==> src/rtl/ex_stage.sv <==
// Execute stage: DX operand register with EX/WB forwarding feeding an external function unit, plus the EX/MEM register.
// Optional status register {V,C,N,Z} is built when EX_FLAGS_EN is defined.
module ex_stage (
    input  logic        clk,
    input  logic        rst,
    input  logic        id_valid,
    output logic        id_ready,
    input  logic        flush,
    input  logic [3:0]  id_fs,
    input  logic [4:0]  id_sh,
    input  logic [4:0]  id_aa,
    input  logic [4:0]  id_ba,
    input  logic [4:0]  id_da,
    input  logic        id_rw,
    input  logic        id_sf,
    input  logic [31:0] id_a,
    input  logic [31:0] id_b,
    output logic [3:0]  fu_fs,
    output logic [4:0]  fu_sh,
    output logic [31:0] fu_a,
    output logic [31:0] fu_b,
    input  logic [31:0] fu_f,
    input  logic        fu_v,
    input  logic        fu_c,
    input  logic        fu_n,
    input  logic        fu_z,
    output logic        ex_valid,
    output logic [31:0] ex_f,
    output logic [4:0]  ex_da,
    output logic        ex_rw,
    input  logic        mem_ready,
    input  logic        wb_rw,
    input  logic [4:0]  wb_da,
    input  logic [31:0] wb_d,
    output logic [3:0]  ex_flags
);

    logic        dx_valid_r;
    logic [3:0]  dx_fs_r;
    logic [4:0]  dx_sh_r;
    logic [4:0]  dx_aa_r;
    logic [4:0]  dx_ba_r;
    logic [4:0]  dx_da_r;
    logic        dx_rw_r;
    logic        dx_sf_r;
    logic [31:0] dx_a_r;
    logic [31:0] dx_b_r;

    logic        ex_valid_r;
    logic [31:0] ex_f_r;
    logic [4:0]  ex_da_r;
    logic        ex_rw_r;

    logic        x_adv_s;
    logic        accept_s;
    logic [31:0] fwd_a_s;
    logic [31:0] fwd_b_s;

    // EX/MEM wins over WB because it holds the younger result; register 0 never forwards.
    function automatic logic [31:0] fwd_sel(
        input logic [4:0]  src,
        input logic [31:0] stored,
        input logic        e_valid,
        input logic        e_rw,
        input logic [4:0]  e_da,
        input logic [31:0] e_f,
        input logic        w_rw,
        input logic [4:0]  w_da,
        input logic [31:0] w_d
    );
        logic [31:0] res;
        if ((src != 5'd0) && e_valid && e_rw && (e_da == src)) begin
            res = e_f;
        end else if ((src != 5'd0) && w_rw && (w_da == src)) begin
            res = w_d;
        end else begin
            res = stored;
        end
        return res;
    endfunction

    // Handshake and forwarded operand selection.
    always_comb begin
        x_adv_s  = !ex_valid_r || mem_ready;
        id_ready = !dx_valid_r || x_adv_s;
        accept_s = id_valid && id_ready && !flush;
        fwd_a_s  = fwd_sel(dx_aa_r, dx_a_r, ex_valid_r, ex_rw_r, ex_da_r, ex_f_r, wb_rw, wb_da, wb_d);
        fwd_b_s  = fwd_sel(dx_ba_r, dx_b_r, ex_valid_r, ex_rw_r, ex_da_r, ex_f_r, wb_rw, wb_da, wb_d);
    end

    assign fu_fs    = dx_fs_r;
    assign fu_sh    = dx_sh_r;
    assign fu_a     = fwd_a_s;
    assign fu_b     = fwd_b_s;
    assign ex_valid = ex_valid_r;
    assign ex_f     = ex_f_r;
    assign ex_da    = ex_da_r;
    assign ex_rw    = ex_rw_r;

    // DX register: flush kills the held op; a stalled op keeps refreshing operands so a passing WB value sticks.
    always_ff @(posedge clk or posedge rst) begin
        if (rst) begin
            dx_valid_r <= 1'b0;
            dx_fs_r    <= 4'd0;
            dx_sh_r    <= 5'd0;
            dx_aa_r    <= 5'd0;
            dx_ba_r    <= 5'd0;
            dx_da_r    <= 5'd0;
            dx_rw_r    <= 1'b0;
            dx_sf_r    <= 1'b0;
            dx_a_r     <= 32'd0;
            dx_b_r     <= 32'd0;
        end else if (flush) begin
            dx_valid_r <= 1'b0;
        end else if (accept_s) begin
            dx_valid_r <= 1'b1;
            dx_fs_r    <= id_fs;
            dx_sh_r    <= id_sh;
            dx_aa_r    <= id_aa;
            dx_ba_r    <= id_ba;
            dx_da_r    <= id_da;
            dx_rw_r    <= id_rw;
            dx_sf_r    <= id_sf;
            dx_a_r     <= id_a;
            dx_b_r     <= id_b;
        end else if (dx_valid_r && x_adv_s) begin
            dx_valid_r <= 1'b0;
        end else if (dx_valid_r) begin
            dx_a_r     <= fwd_a_s;
            dx_b_r     <= fwd_b_s;
        end else begin
            dx_valid_r <= dx_valid_r;
        end
    end

    // EX/MEM register: advances only when downstream can take it.
    always_ff @(posedge clk or posedge rst) begin
        if (rst) begin
            ex_valid_r <= 1'b0;
            ex_f_r     <= 32'd0;
            ex_da_r    <= 5'd0;
            ex_rw_r    <= 1'b0;
        end else if (x_adv_s) begin
            if (dx_valid_r) begin
                ex_valid_r <= 1'b1;
                ex_f_r     <= fu_f;
                ex_da_r    <= dx_da_r;
                ex_rw_r    <= dx_rw_r;
            end else begin
                ex_valid_r <= 1'b0;
            end
        end else begin
            ex_valid_r <= ex_valid_r;
        end
    end

`ifdef EX_FLAGS_EN
    logic [3:0] flags_r;

    // Status register captures the unit's flags only for flag-setting ops leaving DX.
    always_ff @(posedge clk or posedge rst) begin
        if (rst) begin
            flags_r <= 4'b0000;
        end else if (dx_valid_r && x_adv_s && dx_sf_r) begin
            flags_r <= {fu_v, fu_c, fu_n, fu_z};
        end else begin
            flags_r <= flags_r;
        end
    end

    assign ex_flags = flags_r;
`else
    logic unused_flags_s;

    assign unused_flags_s = ^{dx_sf_r, fu_v, fu_c, fu_n, fu_z};
    assign ex_flags       = 4'b0000;
`endif

endmodule

==> config.mk <==
export PLATFORM = sky130hd
export DESIGN_NAME = ex_stage
export DESIGN_NICKNAME = d
export VERILOG_FILES = /design/src/rtl/ex_stage.sv
export SDC_FILE = /design/constraint.sdc
export NUM_CORES = 1
export LEC_CHECK = 0
export ABC_AREA = 1
export CAP_MARGIN = 20
export CORE_AREA = 10 10 168 170
export DETAILED_ROUTE_END_ITERATION = 8
export DIE_AREA = 0 0 178 180
export PLACE_DENSITY = 0.77
export SYNTH_ARGS = -nofsm -noshare
export SYNTH_HDL_FRONTEND = slang
export SYNTH_SLANG_ARGS = --single-unit
==> constraint.sdc <==
create_clock -name clk -period 4.55 [get_ports clk]
set_clock_uncertainty 0.15 [all_clocks]
set_input_delay 0.91 -clock clk [delete_from_list [all_inputs] [get_ports clk]]
set_output_delay 0.91 -clock clk [all_outputs]
set_load 0.05 [all_outputs]
### Word level (Yosys, flattened, before mapping)

Cells that the tools add are included.

| storage, ports and cells | value |
|---|---|
| register bits after elaboration | 129 |
| bits of input ports | 169 |
| logic and storage cells | 58 |

| operators by class | value |
|---|---|
| equal/unequal tests | 5 |
| multiplexer cells | 14 |
| bitwise gates (word level) | 1 |
| reductions and logical operators | 25 |

Operators with widths:

| cell | number |
|---|---|
| 2-to-1 mux 32 bit | 10 |
| equality test 5 bit | 4 |
| logical AND 1 bit | 13 |
| nonzero test 5 bit | 2 |
| 2-to-1 mux 1 bit | 4 |
| AND reduction 2 bit | 2 |
| logical NOT 1 bit | 3 |
| AND reduction 3 bit | 1 |
| nonzero test 3 bit | 1 |
| logical OR 1 bit | 2 |
| != test 2 bit (second input constant) | 1 |
| nonzero test 2 bit | 1 |
| NOT 1 bit | 1 |

### Depth between registers and ports, before layout

Gate-level depths: netlist of run 1.

| depth | value |
|---|---|
| depth in word-level cells | 8 |
| gate-level depth with buffers | 13 |

### Least setup slack after synthesis of run 1

Ideal clock, no wire load.

| timing | value |
|---|---|
| path kind | in2out |
| from | input wb_da[3] |
| to | output fu_b[10] |
| arrival | 1.983 ns |
| path slack | 1.507 ns |
| stages on the path | 9 |
| cell sequence | inv_1 > a21oi_1 > nand2_1 > nor2_4 > nand2_2 > buf_6 > nand2_1 > nand3_1 > nand2_1 |

| between the ends | value |
|---|---|
| longest elaborated chain between the ends | 4 |

RTL lines:

| item | RTL line | RTL |
|---|---|---|
| start: declaration | 33 | `input logic [4:0] wb_da,` |
| equality test 5 bit | 74 | `end else if ((src != 5'd0) && w_rw && (w_da == src)) begin` |
| logical AND 1 bit | 74 |  |
| 2-to-1 mux 32 bit | 74 |  |
| 2-to-1 mux 32 bit | 72 | `if ((src != 5'd0) && e_valid && e_rw && (e_da == src)) begin` |
| end: declaration | 21 | `output logic [31:0] fu_b,` |

Every way passes these cells.

### Worst setup path after layout of run 1

| timing | value |
|---|---|
| from | input wb_da[3] |
| to | output fu_a[16] |

| between the ends | value |
|---|---|
| longest elaborated chain between the ends | 4 |

RTL lines:

| item | RTL line | RTL |
|---|---|---|
| equality test 5 bit | 74 |  |
| logical AND 1 bit | 74 |  |
| 2-to-1 mux 32 bit | 74 |  |
| 2-to-1 mux 32 bit | 72 |  |
| end: declaration | 20 | `output logic [31:0] fu_a,` |

Every way passes these cells.

==> impl_metrics.json, run 1 <==
{
  "outcome": "complete, no violations",
  "grt.overflow.total": 0,
  "crit_chain": "clkdlybuf4s50_1, inv_1, a21oi_1, nand2_1, nor2_4, nand2_2, nand2_1, nand3_2, nand2_1, buf_12",
  "worstPathArrival_ps": 3020,
  "track_usage_pct": 20.3,
  "finalSetupViolations": 0,
  "cp_max_fo": 32,
  "path_buf_inv": 3,
  "drive_gt1_share_pct": 16.3,
  "crit_start": "wb_da[3]",
  "cp_slowest_cell": "clkdlybuf4s50_1",
  "crit-reg2reg-launch": "ex_da[4]",
  "path_delay_family": "simple AND/OR/NAND/NOR gates",
  "drc": 0,
  "met3_usage_pct": 6.20,
  "start_util_pct": 34.6,
  "hold_violations": 0,
  "syn_inst": 1233,
  "synth_top_area_share_pct": 37.5,
  "utilization_pct": 51.3,
  "n_fill_cell": 2282,
  "rr_endpoint": "dx_b_r[1]",
  "grt_pass1_wl_mm": 51.5,
  "drt-total-wl_mm": 33.5,
  "place_area_mm2": 0.0121,
  "htreeDepth": 4,
  "clock_sinks": 129,
  "cp.required_ps": 3490,
  "ys_ff_latch": 129,
  "most-common-layout-cells": "419 x nand2_1, 212 x clkdlybuf4s50_1, 201 x nand3_1",
  "drt-initial-drc-count": 890,
  "use_met1_pct": 24.6,
  "yosysTopAreaCell": "dfrtp_1",
  "yosysSeqAreaShare_pct": 37.5,
  "cts_max_path_buffers": 2,
  "vias": 9123,
  "layout_setup_ws_ps": 473,
  "antenna_found_initial": 1,
  "maxCapViolCount": 0,
  "dieArea_mm2": 0.0320,
  "reg2reg_slack_ps": 1930,
  "place.port_buffers": 276,
  "period_share_pct": 89.6,
  "cpMostUsedCell": "nand2_1",
  "tns_ps": 0,
  "die_h_um": 180,
  "final_nets": 1641,
  "firstDrtPassIters": 5,
  "relSlewSlack_pct": 33.5,
  "grt_max_degree": 83,
  "ctsHoldBuffers": 0,
  "rows": 58,
  "critPathMaxStageDelay_ps": 520,
  "syn_area_mm2": 0.00861,
  "cts_tree": "built",
  "grt_pass1_vias": 9217,
  "wl_per_cell_um": 18.5,
  "stdcell_count": 1815,
  "viasPerCell": 5.03,
  "place_hpwl_mm": 23.0,
  "grt_use_met2_pct": 33.8,
  "postCtsSetupRepairBufs": 0,
  "p_leak_nw": 6.52,
  "gp_congestion": 0.852,
  "fp.dieW_um": 178,
  "yosys_warnings": 0,
  "endpoint": "fu_a[16]",
  "cts_resized": 0,
  "io_pins": 286,
  "final_common_cell": "nand2_1",
  "placed_cells": 1782,
  "critPathCaptureType": "output port",
  "postLayoutCellArea_mm2": 0.0128,
  "ir_drop_mv": 0.228,
  "final-max-slew-violation-count": 0,
  "crit_type": "input port to output port",
  "critPathLaunchType": "input port",
  "clk_pin_slew_ps": 60,
  "reg2regPathDepth": 7,
  "crit_cells": 10,
  "tightest_slew_ps": 992,
  "clock_latency_ps": 420,
  "cts-root-buf": "clkbuf_16",
  "pre_cts_slack_ps": 454,
  "pwr_density_cell_mw_per_mm2": 491,
  "syn_avg_cell_area_um2": 6.98,
  "core_mm2": 0.0249,
  "grt_busiest_layer": "met2",
  "synth.area.top_cells": "dfrtp_1 37%, nand2_1 18%, nand3_1 12%",
  "rsz0062_at_grt": "no",
  "area_delta_synth_final_pct": 48.3,
  "cts_made_buffers": 17,
  "hp-class": "flip-flop to flip-flop",
  "fmax_ghz": 0.245,
  "ys_types": 26,
  "layout_min_cycle_time_ps": 4080,
  "ant_nets": 0
}
logic make-up after synthesis:
| logic type | count (synthesis) | share of synthesized area, % |
|---|---|---|
| xor gates and xnor gates | 4 | 0.407 |
| buffers and inverters | 206 | 11.0 |
| and+or+nand+nor | 836 | 45.4 |
| other | 1 | 0.0436 |
| AOI/OAI and AO/OA | 24 | 1.42 |
| muxes | 33 | 4.32 |
| DFF | 129 | 37.5 |
report_power, final:
part / total (mW) / switching [mW] / internal, mW
sequential: 1.61 / 0.217 / 1.39
clock: 1.45 / 0.572 / 0.878
combinational: 3.21 / 1.94 / 1.27
total: 6.27 / 2.73 / 3.54
worst min-delay path by stage:
stage | from | cells after the start | end
floorplan | dx_da_r[4] | 2 | dx_da_r[4]
global placement | dx_b_r[29] | 2 | dx_b_r[29]
detailed placement | dx_a_r[2] | 2 | dx_a_r[2]
CTS | dx_a_r[23] | 2 | dx_a_r[23]
global route | dx_a_r[6] | 2 | dx_a_r[6]
finish | dx_a_r[9] | 2 | dx_a_r[9]
layer usage:
layer  vias to the layer above  share of wire, %
met1                      4323                40
li1                       4331                 -
met2                       414                48
met4                         0               2.2
met3                        55               9.2
met5                         -                 0
metrics by stage:
step	power [mW]	hold slack [ps]
floorplan	3.41	295
global placement	4.79	311
detailed placement	4.84	315
CTS	6.31	331
global route	6.57	346
finish	6.27	328
flip-flops by register name, indices dropped and copies added (netlist names), 4 cells and up:
signal,cells
dx_a_r,32
dx_b_r,32
ex_f,32
dx_aa_r,5
dx_ba_r,5
dx_da_r,5
ex_da,5
fu_sh,5
fu_fs,4
area by class of cell:
type	count	area, µm²	area share [%]
clock buffers	19	443	3.47
multi-input cells	901	4460	34.9
flip-flops and latches	129	3230	25.3
clock inverters	12	159	1.24
repair buffers	293	3570	28.0
inverters	130	495	3.88
well taps	330	413	3.23
diodes	1	2.50	0.0196
synthesized netlist by cell type:
cell / n
a21oi_1: 5
buf_2: 41
buf_4: 5
buf_6: 13
clkbuf_1: 17
conb_1: 1
dfrtp_1: 129
inv_1: 116
inv_2: 13
inv_4: 1
mux2_2: 33
nand2_1: 420
nand2_2: 5
nand2_4: 1
nand3_1: 201
nand3_2: 61
nand3b_2: 1
nor2_1: 133
nor2_2: 3
nor2_4: 9
nor2_8: 1
nor3b_4: 1
o211ai_1: 1
o21ai_0: 18
xnor2_1: 3
xor2_1: 1
worst reg2reg max path: cells and delay by family (launching register included):
| family | cells | cell delay, ps |
|---|---|---|
| and+or+nand+nor | 6 | 1650 |
| xor gates and xnor gates | 1 | 250 |
| DFF | 1 | 460 |
No activity file was read; power rests on OpenSTA's default activity.
==> run 2, diff against run 1 <==
Settings changed: PLACE_DENSITY 0.77 to 0.74.
Clock period 4.55 ns to 4.85 ns, I/O delays scaled along.
==> impl_metrics.json, run 2 (synthesized netlist as in run 1, its figures left out) <==
{
  "drc": 0,
  "clock_sinks": 129,
  "die_h_um": 180,
  "wl_per_cell_um": 18.2,
  "dieArea_mm2": 0.0320,
  "io_pins": 286,
  "seqPwrFrac_pct": 25.7,
  "rows": 58,
  "critPathMaxStageDelay_ps": 500,
  "place.port_buffers": 276,
  "finalSetupViolations": 0,
  "core_mm2": 0.0249,
  "track_usage_pct": 20.3,
  "viasPerCell": 4.99,
  "reg2regPathDepth": 11,
  "cts_resized": 0,
  "final_nets": 1641,
  "crit_type": "input port to output port",
  "start_util_pct": 34.6,
  "period_share_pct": 88.4,
  "cp.required_ps": 3730,
  "tns_ps": 0,
  "cts_made_buffers": 17,
  "cp_max_fo": 32,
  "place_area_mm2": 0.0122,
  "place_hpwl_mm": 22.9,
  "p_int_mw": 3.30,
  "cp_slowest_cell": "clkdlybuf4s50_1",
  "min_path_cells": 2,
  "clockPowerShare_pct": 22.9,
  "firstDrtPassIters": 6,
  "clk_pin_slew_ps": 60,
  "comb_power_share_pct": 51.4,
  "swShare_pct": 43.8,
  "postLayoutCellArea_mm2": 0.0128,
  "htreeDepth": 4,
  "cts_max_path_buffers": 2,
  "postCtsSetupRepairBufs": 0,
  "hold_violations": 0,
  "critPathCaptureType": "output port",
  "min_from": "fu_fs[2]",
  "final-max-slew-violation-count": 0,
  "p_leak_nw": 6.53,
  "pwr_density_cell_mw_per_mm2": 459,
  "final_common_cell": "nand2_1",
  "p_sw_mw": 2.57,
  "antenna_found_initial": 1,
  "fp.dieW_um": 178,
  "critPathLaunchType": "input port",
  "clock_latency_ps": 440,
  "ir_drop_mv": 0.203,
  "cts-root-buf": "clkbuf_16",
  "grt_pass1_wl_mm": 51.1,
  "most-common-layout-cells": "419 x nand2_1, 212 x clkdlybuf4s50_1, 201 x nand3_1",
  "cts_tree": "built",
  "gp_congestion": 0.895,
  "grt_max_degree": 86,
  "layout_min_cycle_time_ps": 4290,
  "grt_pass1_vias": 8965,
  "drive_gt1_share_pct": 16.4,
  "drt-initial-drc-count": 796,
  "relSlewSlack_pct": 33.8,
  "crit-reg2reg-launch": "ex_valid",
  "ctsHoldBuffers": 0,
  "drt-total-wl_mm": 33.0,
  "ant_nets": 0,
  "area_delta_synth_final_pct": 48.4,
  "crit_start": "wb_da[3]",
  "crit_chain": "clkdlybuf4s50_1, inv_1, a21oi_1, nand2_1, nor2_4, nand2_2, nand2_1, nand3_1, nand2_1, buf_12",
  "maxCapViolCount": 0,
  "vias": 9065,
  "tightest_slew_ps": 988,
  "worstPathArrival_ps": 3170,
  "cpMostUsedCell": "nand2_1",
  "hp-class": "flip-flop to flip-flop",
  "outcome": "complete, no violations",
  "fmax_ghz": 0.233,
  "rsz0062_at_grt": "no",
  "grt.overflow.total": 0
}
==> run 2: worst max-delay path, delay by kind of cell <==
kind	cells	cell delay [ps]
buf+inv	3	720
compound gates	1	150
simple gates	6	1290
==> run 2: cell type report <==
cell class	count	area, µm²
multi-input combinational	901	4460
fill	2328	12100
antenna	1	2.50
clock inverter	13	150
tap	330	413
clock buffer	19	453
sequential	129	3230
inverter	130	495
timing repair buffer	293	3580
==> run 2: path summary, 6_finish.rpt <==
path	endpoint	slack, ps
max	fu_b[10]	560
min in group asynchronous	ex_f[1]	850
max in group asynchronous	dx_b_r[20]	2860
max reg2reg	dx_a_r[9]	2050
min	fu_fs[2]	330
min reg2reg	fu_fs[2]	330
==> run 2: routing by layer <==
metal	wire length, µm	vias to the layer above	share of wire (%)	GRT usage, %
met5	0	-	0	0
met4	937	0	2.8	7.57
met3	3040	67	9.2	5.87
met2	15600	416	47	32.9
met1	13400	4246	41	24.9
li1	-	4336	-	-
==> run 2: power by group through the flow <==
stage / clock, mW / sequential, mW / combinational [mW]
after floorplan: 0 / 1.75 / 1.45
after global placement: 0 / 1.51 / 2.98
after detailed placement: 0 / 1.52 / 3.02
after CTS: 1.38 / 1.50 / 3.03
after global routing: 1.42 / 1.54 / 3.20
final: 1.34 / 1.51 / 3.01
==> run 2: per-stage QoR <==
step	power (mW)	utilization, %	setup WS, ps	hold WS, ps	instances
after CTS	5.91	51.3	406	331	1814
final	5.86	51.3	562	329	1816
after detailed placement	4.54	48.8	627	315	1782
after global routing	6.16	51.3	416	342	1816
after floorplan	3.20	-	289	295	1236
after global placement	4.49	48.7	653	309	1781
==> run 3, diff against run 2 <==
Settings changed: MAX_ROUTING_LAYER set to met4.
Clock period 4.85 ns to 4.03 ns, I/O delays scaled along.
==> impl_metrics.json, run 3 (synthesized netlist as in run 1, its figures left out) <==
{
  "rsz0062_at_grt": "no",
  "reg2regPathDepth": 7,
  "use_met1_pct": 25.3,
  "p_leak_nw": 6.54,
  "die_h_um": 180,
  "cp.required_ps": 3070,
  "most-common-layout-cells": "419 x nand2_1, 212 x clkdlybuf4s50_1, 201 x nand3_1",
  "area_delta_synth_final_pct": 49.0,
  "crit-reg2reg-launch": "ex_da[4]",
  "placed_cells": 1789,
  "relSlewSlack_pct": 35.7,
  "cts_made_buffers": 17,
  "rows": 58,
  "crit_start": "ex_da[4]",
  "worstPathArrival_ps": 2750,
  "ir_drop_mv": 0.286,
  "cts_resized": 0,
  "grt.overflow.total": 0,
  "ctsHoldBuffers": 0,
  "finalSetupViolations": 0,
  "tightest_slew_ps": 959,
  "layout_min_cycle_time_ps": 3710,
  "htreeDepth": 4,
  "critPathCaptureType": "output port",
  "fp.dieW_um": 178,
  "track_usage_pct": 20.6,
  "grt_pass1_wl_mm": 50.8,
  "final-max-slew-violation-count": 0,
  "clk_pin_slew_ps": 60,
  "maxCapViolCount": 0,
  "gp_congestion": 0.879,
  "dieArea_mm2": 0.0320,
  "cp_max_fo": 32,
  "clock_sinks": 129,
  "grt_pass1_vias": 9066,
  "cts_max_path_buffers": 2,
  "grt_max_degree": 130,
  "utilization_pct": 51.5,
  "vias": 9079,
  "hold_violations": 0,
  "antenna_found_initial": 1,
  "cts-root-buf": "clkbuf_16",
  "io_pins": 286,
  "cts_tree": "built",
  "period_share_pct": 92.1,
  "clock_latency_ps": 420,
  "drive_gt1_share_pct": 16.8,
  "tns_ps": 0,
  "final_nets": 1647,
  "reg2reg_slack_ps": 1510,
  "grt_use_met2_pct": 32.2,
  "drt-initial-drc-count": 845,
  "crit_type": "flip-flop to output port",
  "pwr_density_cell_mw_per_mm2": 550,
  "fmax_ghz": 0.270,
  "drc": 0,
  "grt_busiest_layer": "met2",
  "n_fill_cell": 2277,
  "rr_endpoint": "dx_b_r[4]",
  "drt-total-wl_mm": 32.8,
  "wl_per_cell_um": 18.0,
  "ant_nets": 0,
  "start_util_pct": 34.6,
  "firstDrtPassIters": 5,
  "stdcell_count": 1822,
  "critPathLaunchType": "flip-flop",
  "met3_usage_pct": 5.47,
  "place.port_buffers": 276,
  "holdWs_ps": 327,
  "place_hpwl_mm": 23.2,
  "outcome": "complete, no violations",
  "postCtsSetupRepairBufs": 0,
  "hp-class": "flip-flop to flip-flop",
  "endpoint": "fu_b[3]",
  "final_common_cell": "nand2_1",
  "core_mm2": 0.0249,
  "viasPerCell": 4.98
}
## run 3: cell count changes in the layout (fill, tap and decap cells not counted), sizes merged
cell and delta:
buf +6, clkbuf -2, clkinv -3, clkinvlp +3
inv +2
## run 3: area by class of cell
cell class,instances,area [µm²],share of cell area [%]
antenna,1,2.50,0.0195
clock buffer,17,425,3.32
clock inverter,15,171,1.34
inverter,130,494,3.85
multi-input combinational,901,4460,34.7
sequential,129,3230,25.2
tap,330,413,3.22
timing repair buffer,299,3640,28.4
## run 3: worst min path at each step
stage / startpoint / end / slack [ps] / depth (start not counted)
after global placement: dx_da_r[4] / dx_da_r[4] / 310 / 2
after global routing: dx_a_r[0] / dx_a_r[0] / 340 / 2
after floorplan: dx_da_r[4] / dx_da_r[4] / 290 / 2
final: dx_da_r[4] / dx_da_r[4] / 330 / 2
after detailed placement: dx_da_r[4] / dx_da_r[4] / 310 / 2
after CTS: dx_da_r[4] / dx_da_r[4] / 330 / 2
## run 3: report_power, final
group	internal, mW	total, mW	switching, mW
Clock	0.931	1.62	0.686
Combinational	1.45	3.63	2.18
Sequential	1.57	1.81	0.242
## run 3: routing by layer
layer  routed length, µm  part of all wire, %
met1               13400                   41
met2               15500                   47
met3                2880                  8.8
met4                1040                  3.2
met5                   0                    0
## run 3: worst max-delay path, stage by stage, from the launching register on
cell,delay (ps)
dfrtp_1,440
xnor2_1,240
nand2_1,70
nand3b_2,820
nand3_1,380
nand2_1,150
buf_12,180
## run 3: per-stage QoR
stage               instance area (µm²)  setup slack (ps)  total power [mW]
floorplan                          8620              1200              3.85
global placement                  12200               475              5.43
detailed placement                12200               445              5.48
CTS                               12800               306              7.13
global route                      12800              52.9              7.42
finish                            12800               320              7.06
